===== src/rtl/video_pkg.sv =====
`default_nettype none
// +----------------------------------------------------------------------+
// | video_pkg: shared defaults and timing bundle for the video pipeline  |
// | Revision: 1.0                                                        |
// +----------------------------------------------------------------------+
package video_pkg;

    localparam int C_PIX_CLK_DIV = 4;
    localparam int C_ADDR_W      = 20;

    typedef struct packed {
        logic hde;
        logic vde;
        logic hsync;
        logic vsync;
    } sync_bus_t;

endpackage
`default_nettype wire


===== src/rtl/sync_delay_line.sv =====
`default_nettype none
// +----------------------------------------------------------------------+
// | sync_delay_line: enabled WIDTH x DEPTH shift register, async clear   |
// | Revision: 1.0                                                        |
// +----------------------------------------------------------------------+
module sync_delay_line #(
    parameter int WIDTH = 4,
    parameter int DEPTH = 8
) (
    input  logic             clk,
    input  logic             rst_n,
    input  logic             i_en,
    input  logic [WIDTH-1:0] i_d,
    output logic [WIDTH-1:0] o_q
);

    logic [DEPTH-1:0][WIDTH-1:0] r_pipe;

    generate
        if (DEPTH == 1) begin : g_single
            always_ff @(posedge clk or negedge rst_n) begin
                if (!rst_n) begin
                    r_pipe <= '0;
                end else if (i_en) begin
                    r_pipe[0] <= i_d;
                end
            end
        end else begin : g_multi
            always_ff @(posedge clk or negedge rst_n) begin
                if (!rst_n) begin
                    r_pipe <= '0;
                end else if (i_en) begin
                    r_pipe <= {r_pipe[DEPTH-2:0], i_d};
                end
            end
        end
    endgenerate

    assign o_q = r_pipe[DEPTH-1];

endmodule
`default_nettype wire


===== src/rtl/fb_addr_gen.sv =====
`default_nettype none
// +----------------------------------------------------------------------+
// | fb_addr_gen: framebuffer read-address generator with pixel repeat,   |
// | line stride and pixel-step-aligned timing delay.  Revision: 1.0      |
// +----------------------------------------------------------------------+
module fb_addr_gen
    import video_pkg::*;
#(
    parameter int ADDR_W      = C_ADDR_W,
    parameter int PIX_CLK_DIV = C_PIX_CLK_DIV,
    parameter int PIPE_DELAY  = 8
) (
    input  logic              pclk,
    input  logic              reset_n,
    input  logic [3:0]        pc_ena,
    input  logic              hde,
    input  logic              vde,
    input  logic              hsync,
    input  logic              vsync,
    input  logic [ADDR_W-1:0] base_addr,
    input  logic [15:0]       stride,
    input  logic [3:0]        h_scale,
    input  logic [3:0]        v_scale,
    output logic              rd_req,
    output logic [ADDR_W-1:0] rd_addr,
    output logic              frame_start,
    output logic              hde_d,
    output logic              vde_d,
    output logic              hsync_d,
    output logic              vsync_d
);

    logic [ADDR_W-1:0] r_line_base;
    logic [15:0]       r_stride;
    logic [3:0]        r_h_scale;
    logic [3:0]        r_v_scale;
    logic [11:0]       r_x_off;
    logic [3:0]        r_h_rep;
    logic [3:0]        r_v_rep;
    logic              r_prev_hde;
    logic              r_prev_vde;
    logic              r_seen;
    logic              r_armed;
    logic              r_first;

    logic              w_step;
    logic              w_de;
    logic              w_frame_ev;
    logic              w_line_start;
    logic              w_line_end;
    logic              w_issue;
    logic              w_first;
    logic [ADDR_W-1:0] w_line_base;
    logic [3:0]        w_h_scale;
    logic [11:0]       w_x;
    logic [3:0]        w_h_rep;
    logic [ADDR_W-1:0] w_addr;
    sync_bus_t         w_sync_in;
    sync_bus_t         w_sync_out;

    assign w_step       = (pc_ena == 4'd0) && (int'(pc_ena) <= PIX_CLK_DIV);
    assign w_de         = hde & vde;
    // r_seen keeps the first step after reset from mistaking a mid-frame vde for a rise
    assign w_frame_ev   = r_seen & vde & ~r_prev_vde;
    assign w_line_start = w_de & ~r_prev_hde;
    assign w_line_end   = ~hde & r_prev_hde & vde;

    // Frame/line-start values are forwarded so the request on that same step uses them
    assign w_line_base  = w_frame_ev ? base_addr : r_line_base;
    assign w_h_scale    = w_frame_ev ? h_scale : r_h_scale;
    assign w_first      = w_frame_ev | r_first;
    assign w_x          = w_line_start ? 12'd0 : r_x_off;
    assign w_h_rep      = w_line_start ? 4'd0 : r_h_rep;
    assign w_issue      = w_step & w_de & (r_armed | w_frame_ev);
    assign w_addr       = w_line_base + ADDR_W'(w_x);

    always_ff @(posedge pclk or negedge reset_n) begin
        if (!reset_n) begin
            r_line_base <= '0;
            r_stride    <= '0;
            r_h_scale   <= '0;
            r_v_scale   <= '0;
            r_x_off     <= '0;
            r_h_rep     <= '0;
            r_v_rep     <= '0;
            r_prev_hde  <= 1'b0;
            r_prev_vde  <= 1'b0;
            r_seen      <= 1'b0;
            r_armed     <= 1'b0;
            r_first     <= 1'b0;
            rd_req      <= 1'b0;
            rd_addr     <= '0;
            frame_start <= 1'b0;
        end else begin
            rd_req      <= 1'b0;
            frame_start <= 1'b0;
            if (w_step) begin
                r_seen     <= 1'b1;
                r_prev_hde <= hde;
                r_prev_vde <= vde;
                if (w_frame_ev) begin
                    r_line_base <= base_addr;
                    r_stride    <= stride;
                    r_h_scale   <= h_scale;
                    r_v_scale   <= v_scale;
                    r_v_rep     <= 4'd0;
                    r_armed     <= 1'b1;
                    r_first     <= 1'b1;
                end else if (w_line_end) begin
                    if (r_v_rep == r_v_scale) begin
                        r_v_rep     <= 4'd0;
                        r_line_base <= r_line_base + ADDR_W'(r_stride);
                    end else begin
                        r_v_rep <= r_v_rep + 4'd1;
                    end
                end
                if (w_issue) begin
                    rd_req      <= 1'b1;
                    rd_addr     <= w_addr;
                    frame_start <= w_first;
                    r_first     <= 1'b0;
                    if (w_h_rep == w_h_scale) begin
                        r_h_rep <= 4'd0;
                        r_x_off <= w_x + 12'd1;
                    end else begin
                        r_h_rep <= w_h_rep + 4'd1;
                        r_x_off <= w_x;
                    end
                end
            end
        end
    end

    assign w_sync_in = {hde, vde, hsync, vsync};

    sync_delay_line #(
        .WIDTH ($bits(sync_bus_t)),
        .DEPTH (PIPE_DELAY)
    ) u_sync_delay (
        .clk   (pclk),
        .rst_n (reset_n),
        .i_en  (w_step),
        .i_d   (w_sync_in),
        .o_q   (w_sync_out)
    );

    assign hde_d   = w_sync_out.hde;
    assign vde_d   = w_sync_out.vde;
    assign hsync_d = w_sync_out.hsync;
    assign vsync_d = w_sync_out.vsync;

endmodule
`default_nettype wire


===== config.mk =====
export PLATFORM = sky130hd
export DESIGN_NAME = fb_addr_gen
export DESIGN_NICKNAME = d
export VERILOG_FILES = /design/src/rtl/video_pkg.sv /design/src/rtl/sync_delay_line.sv /design/src/rtl/fb_addr_gen.sv
export SDC_FILE = /design/constraint.sdc
export NUM_CORES = 1
export LEC_CHECK = 0
export ABC_AREA = 0
export ABC_CLOCK_PERIOD_IN_PS = 4900
export BUFFER_PORTS_ARGS = -buffer_cell sky130_fd_sc_hd__buf_2
export CAP_MARGIN = 10
export CORE_ASPECT_RATIO = 1.75
export CORE_MARGIN = 5
export CORE_UTILIZATION = 45
export DETAILED_ROUTE_END_ITERATION = 8
export SLEW_MARGIN = 20
export SYNTH_ARGS = -nofsm -noshare
export SYNTH_HDL_FRONTEND = slang
export SYNTH_SLANG_ARGS = --single-unit

===== constraint.sdc =====
create_clock -name pclk -period 4.9 [get_ports pclk]
set_input_delay 0.735 -clock pclk [delete_from_list [all_inputs] [get_ports pclk]]
set_output_delay 0.735 -clock pclk [all_outputs]
set_load 0.01 [all_outputs]

==> impl_metrics.ini, run 1 <==
[logic_synthesis]
ys_ff_latch = 121
yosysMostFrequentCell = nand2_1
yosysSeqAreaShare = 0.4333
synth_top_cell_by_area = dfrtp_1
netlist_area_sq_um = 6988
synth_common_cells = 209 x nand2_1, 121 x dfrtp_1, 57 x o21ai_0, 41 x a21oi_1, 34 x nor2_1
synth_edf_count = 0
synth_top_area_frac = 0.4333
synthTopCellsByArea = dfrtp_1 43%, nand2_1 11%, ha_1 5.2%
avgSynthCellArea_sq_um = 8.959
ys.flop_type = dfrtp_1
async_flop_share = 1.000
synth_cells = 780
yosys_warnings = 0
ys_types = 60
synthesis.nets = 865

[power_and_ir_drop]
clkPwrFrac = 0.352
ir_drop_uv = 232.2
leakagePower_nw = 4.175
internal-power_mw = 2.467
power_frac_comb = 0.282
p_seq_frac = 0.366
swShare = 0.3321
power.switching_mw = 1.227
p_total_mw = 3.693
power.density_nw_per_um2 = 450.4

[floorplanning]
dieArea_sq_um = 18220
num_rows = 60
die_h_um = 174.9
core_sq_um = 15310
die-width_um = 104.2
start_util = 0.4563
io-pin-count = 80

[sta]
hold_violations = 0
fin_setup_tns_ns = 0
worstMarginPinSlew_ns = 0.8025
max_freq_mhz = 257.9
rsz0062_at_grt = false
setup_viol = 0
fin_skew_ns = 0.01131
slew_violations = 0
holdWs_ns = 0.4646
finalCritPeriodShare = 0.7915
min_period_ns = 3.878
max_slew_margin = 0.4644

[critical_path]
start_kind = flop
cp_slowest_cell = dfrtp_1
crit_chain = nand3b_1 -> buf_4 -> and2_1 -> ha_1 -> fa_1 -> a21o_1 -> a21oi_1 -> maj3_1 -> o211a_1 -> o31ai_1 -> nand2_1 -> xnor2_1 -> o21ai_0
crit_arrival_ns = 4.15
cpPeakStageDelay_ns = 0.81
crit_type = reg -> reg
cpLargestDelayFamily = compound AO/OA/AOI/OAI gates
cp-end-kind = flop
reg2reg_slack_ns = 1.02
crit_buf_inv = 1
cp.required_ns = 5.17
critical_path.max_fanout = 25

[global_route]
overflow = 0
antenna_found_initial = 0
first_global_vias = 6089
grt_pass1_wl_um = 28960
track_usage = 0.1929
grt_max_degree = 62

[routing]
first_iter_violations = 307
viasPerCell = 5.513
wl_um = 16950
detailroute.via_count = 5800
wire_per_inst_um = 16.11
dr.pass1.iters = 4
ant_nets = 0
drc = 0

[clocking]
clkTransAtPathRegs_ns = 0.06
htree_levels = 4
cts_resized = 0
cts_tree = built
cts_setup_buffers = 0
clockRootBuffer = clkbuf_16
cts.sinks = 121
clock_latency_ns = 0.41
numCtsBuffers = 17
cts_buffer_depth = 2
ctsHoldBuffers = 0

[placed_design]
gp_congestion = 0.8794
portBuffers = 79
hpwlAfterDp_um = 12650

[finish]
fill_cells = 1430
diodes = 0
nets = 938
syn_to_final_growth_pct = 17.35
drive_gt1_frac = 0.1905

[hold_path]
hp-class = reg -> reg

[run_status]
outcome = completed

[job]
maxCapViolCount = 0
[cell type report]
type / count / area [sq um] / area share
flip-flops and latches: 121 / 3028 / 0.3692
repair buffers: 91 / 488.0 / 0.05951
inverters: 14 / 52.55 / 0.006408
well taps: 186 / 232.7 / 0.02838
multi-input cells: 608 / 3785 / 0.4616
clock buffers: 17 / 425.4 / 0.05188
clock inverters: 15 / 188.9 / 0.02304
[path summary, 6_finish.rpt]
check | start | end | cells after the start
min in group asynchronous | reset_n | r_x_off[8]$_DFFE_PN0P_ | 2
hold reg to reg | u_sync_delay.r_pipe[0]$_DFFE_PN0P_ | u_sync_delay.r_pipe[4]$_DFFE_PN0P_ | 2
hold / removal | u_sync_delay.r_pipe[0]$_DFFE_PN0P_ | u_sync_delay.r_pipe[4]$_DFFE_PN0P_ | 2
setup reg to reg | r_prev_hde$_DFFE_PN0P_ | rd_addr[14]$_DFFE_PN0P_ | 13
setup / recovery | r_prev_hde$_DFFE_PN0P_ | rd_addr[14]$_DFFE_PN0P_ | 13
max in group asynchronous | reset_n | r_line_base[17]$_DFFE_PN0P_ | 2
[cells in the final DEF, fill, tap and decap left out, types with 5 or more instances in the layout]
cell,Yosys,routed
a211oi_1,6,6
a21o_1,15,15
a21oi_1,41,41
and2_1,15,15
and3_1,7,7
buf_2,3,78
buf_4,0,13
clkbuf_16,0,17
dfrtp_1,121,121
ha_1,29,29
inv_1,14,14
inv_6,0,7
mux2_2,28,28
mux2i_1,20,20
nand2_1,209,209
nand3_1,12,12
nand4_1,10,10
nor2_1,34,33
nor3_1,10,10
o21a_1,5,5
o21ai_0,57,57
o21bai_1,7,7
xnor2_1,27,27
xor2_1,8,8
[logic make-up (layout without fill, tap and decap cells)]
kind of cell	Yosys count	count (layout)	share of synthesized area
flops	121	121	0.4333
xor+xnor	35	35	0.04387
compound gates	169	169	0.1526
mux	49	49	0.07699
fa+ha+maj	33	33	0.06052
buf+inv	51	137	0.02918
simple gates	322	322	0.2036
[state kept, by name, summed over array words and instances (netlist names), 12 cells and up]
register / cells
u_sync_delay.r_pipe: 27
r_line_base: 20
rd_addr: 20
r_stride: 16
r_x_off: 12
[power groups by stage]
| stage | logic [mW] | clock network, mW | registers (mW) |
|---|---|---|---|
| 6_report | 1.04 | 1.30 | 1.35 |
| 5_1_grt | 1.19 | 1.38 | 1.38 |
| 4_1_cts | 1.05 | 1.33 | 1.35 |
| 3_5_place_dp | 1.04 | 0 | 1.37 |
| 3_3_place_gp | 1.00 | 0 | 1.36 |
| 2_1_floorplan | 0.785 | 0 | 1.32 |
[routing by layer]
metal	track usage	part of all wire
met4	0.07834	0.027
met3	0.03845	0.038
met1	0.2272	0.41
met2	0.3408	0.52
met5	0	0
[per-stage QoR]
stage / std cells / utilization / area [sq um] / worst slack (ns)
floorplan: 780 / - / 6988 / 0.5920
global placement: 1020 / 0.4953 / 7586 / 1.002
detailed placement: 1020 / 0.4953 / 7586 / 0.9227
CTS: 1052 / 0.5355 / 8200 / 1.009
global route: 1052 / 0.5355 / 8200 / 0.6599
finish: 1052 / 0.5355 / 8200 / 1.022
[worst reg2reg max path, cell delays in order (launching register included)]
cell      delay [ns]
dfrtp_1         0.81
nand3b_1        0.19
buf_4           0.25
and2_1          0.21
ha_1            0.22
fa_1            0.24
a21o_1          0.12
a21oi_1         0.09
maj3_1          0.41
o211a_1         0.28
o31ai_1         0.54
nand2_1         0.14
xnor2_1         0.18
o21ai_0         0.08
Power figures use the tool's default switching activity.
==> run 2: changes to the inputs <==
Settings changed: ABC_CLOCK_PERIOD_IN_PS 4900 to 3500, PLACE_DENSITY from default to 0.67.
Clock period 4.9 ns to 3.5 ns, I/O delays scaled along.
==> impl_metrics.ini, run 2 (synthesized netlist as in run 1, its figures left out) <==
[global_route]
first_global_vias = 5797
overflow = 0
track_usage = 0.1834
antenna_found_initial = 0
grt_pass1_wl_um = 27710
grt_max_degree = 52

[clocking]
clkTransAtPathRegs_ns = 0.05
cts_resized = 0
cts_setup_buffers = 0
clock_latency_ns = 0.41
cts_tree = built
cts_buffer_depth = 2
clockRootBuffer = clkbuf_16
cts.sinks = 121
htree_levels = 4
numCtsBuffers = 17
ctsHoldBuffers = 0

[routing]
viasPerCell = 5.357
drc = 0
wire_per_inst_um = 15.00
detailroute.via_count = 5678
first_iter_violations = 243
wl_um = 15900
dr.pass1.iters = 4
ant_nets = 0

[floorplanning]
start_util = 0.4563
die_h_um = 174.9
die-width_um = 104.2
num_rows = 60
core_sq_um = 15310
io-pin-count = 80
dieArea_sq_um = 18220

[finish]
largest_reg_flops = 27
diodes = 0
final_cell_mix = 209 x nand2_1, 121 x dfrtp_1, 78 x buf_2, 57 x o21ai_0, 40 x a21oi_1
reg.largest.list = u_sync_delay.r_pipe: 27 flops, r_line_base: 20 flops, rd_addr: 20 flops
multi_input_area_sq_um = 3812
nets = 947
final_area_sq_um = 8280
fill_cells = 1417
drive_gt1_frac = 0.1991
syn_to_final_growth_pct = 18.50
seq_area_sq_um = 3028
stdcell_count = 1060
final_common_cell = nand2_1
regMostFlops = u_sync_delay.r_pipe

[sta]
finalCritPeriodShare = 0.8575
hold_violations = 0
rsz0062_at_grt = false
min_period_ns = 3.001
fin_skew_ns = 0.005940
worstMarginPinSlew_ns = 0.6294
timing.final.ws_setup_ns = 0.4989
max_slew_margin = 0.5804
max_freq_mhz = 333.2
slew_violations = 0
setup_viol = 0
fin_setup_tns_ns = 0

[power_and_ir_drop]
leakagePower_nw = 4.222
p_total_mw = 5.095
internal-power_mw = 3.479
ir_drop_uv = 347.2
power.density_nw_per_um2 = 615.2
clkPwrFrac = 0.343
power_frac_comb = 0.288
power.switching_mw = 1.615
swShare = 0.3171
p_seq_frac = 0.369

[job]
maxCapViolCount = 0

[placed_design]
portBuffers = 79
dp_cells = 1029
hpwlAfterDp_um = 11970
post-place-ws_ns = 0.1763
gp_congestion = 0.8504
place_area_sq_um = 7694

[hold_path]
hp-class = in -> async

[run_status]
outcome = completed

[critical_path]
start_kind = flop
cp.required_ns = 3.77
critical_path.max_fanout = 6
crit_type = reg -> reg
cp-end-kind = flop
crit_arrival_ns = 3.27
-- run 2: changes by cell type in the layout (fill, tap and decap cells not counted), sizes merged --
cell and delta:
buf +9, clkbuf +5, clkinv +2, clkinvlp -1, inv -7
-- run 2: path summary, 6_finish.rpt --
path	slack, ns	from	cells after the start	end
worst max register to register	0.50	u_sync_delay.r_pipe[2]$_DFFE_PN0P_	13	rd_addr[16]$_DFFE_PN0P_
worst min-delay path	0.13	reset_n	1	r_stride[0]$_DFFE_PN0P_
worst min register to register	0.46	u_sync_delay.r_pipe[19]$_DFFE_PN0P_	2	u_sync_delay.r_pipe[23]$_DFFE_PN0P_
min in group pclk	0.31	vsync	3	u_sync_delay.r_pipe[0]$_DFFE_PN0P_
worst max-delay path	0.50	u_sync_delay.r_pipe[2]$_DFFE_PN0P_	13	rd_addr[16]$_DFFE_PN0P_
max in group asynchronous	2.58	reset_n	2	u_sync_delay.r_pipe[22]$_DFFE_PN0P_
-- run 2: critical path, cell delays in order (launching register included) --
cell and delay (ns):
dfrtp_1 0.40, and3b_1 0.33, nand2_1 0.08, nand2_1 0.07, ha_1 0.21, fa_1 0.23, a21o_1 0.14, a21oi_2 0.07
maj3_1 0.37, o211a_1 0.29, o31ai_4 0.32, nand2_1 0.11, xnor2_1 0.15, o21ai_0 0.09
-- run 2: cell type report --
cell class	count	share of cell area
Sequential cell	121	0.3657
Inverter	14	0.006346
Clock buffer	22	0.05606
Tap cell	186	0.02811
Timing Repair Buffer	100	0.06860
Clock inverter	9	0.01481
Multi-Input combinational cell	608	0.4604
-- run 2: metrics by stage --
step / utilization / hold slack [ns]
2_1_floorplan: - / 0.2294
3_3_place_gp: 0.5024 / 0.4528
3_5_place_dp: 0.5024 / 0.4495
4_1_cts: 0.5407 / 0.1518
5_1_grt: 0.5407 / 0.1697
6_report: 0.5407 / 0.1257
-- run 2: power by group through the flow --
| stage | registers, mW | logic [mW] | clock network [mW] |
|---|---|---|---|
| after floorplan | 1.85 | 1.12 | 0 |
| after global placement | 1.89 | 1.44 | 0 |
| after detailed placement | 1.90 | 1.47 | 0 |
| after CTS | 1.88 | 1.48 | 1.78 |
| after global routing | 1.92 | 1.68 | 1.85 |
| final | 1.88 | 1.47 | 1.75 |
-- run 2: routing by layer --
layer  routed length (um)  vias up  global-route usage
met5                    0        -                   0
met4                  293        0             0.06483
met3                  781       20             0.04399
met2                 8121      106              0.3216
met1                 6703     2675              0.2177
li1                     -     2877                   -
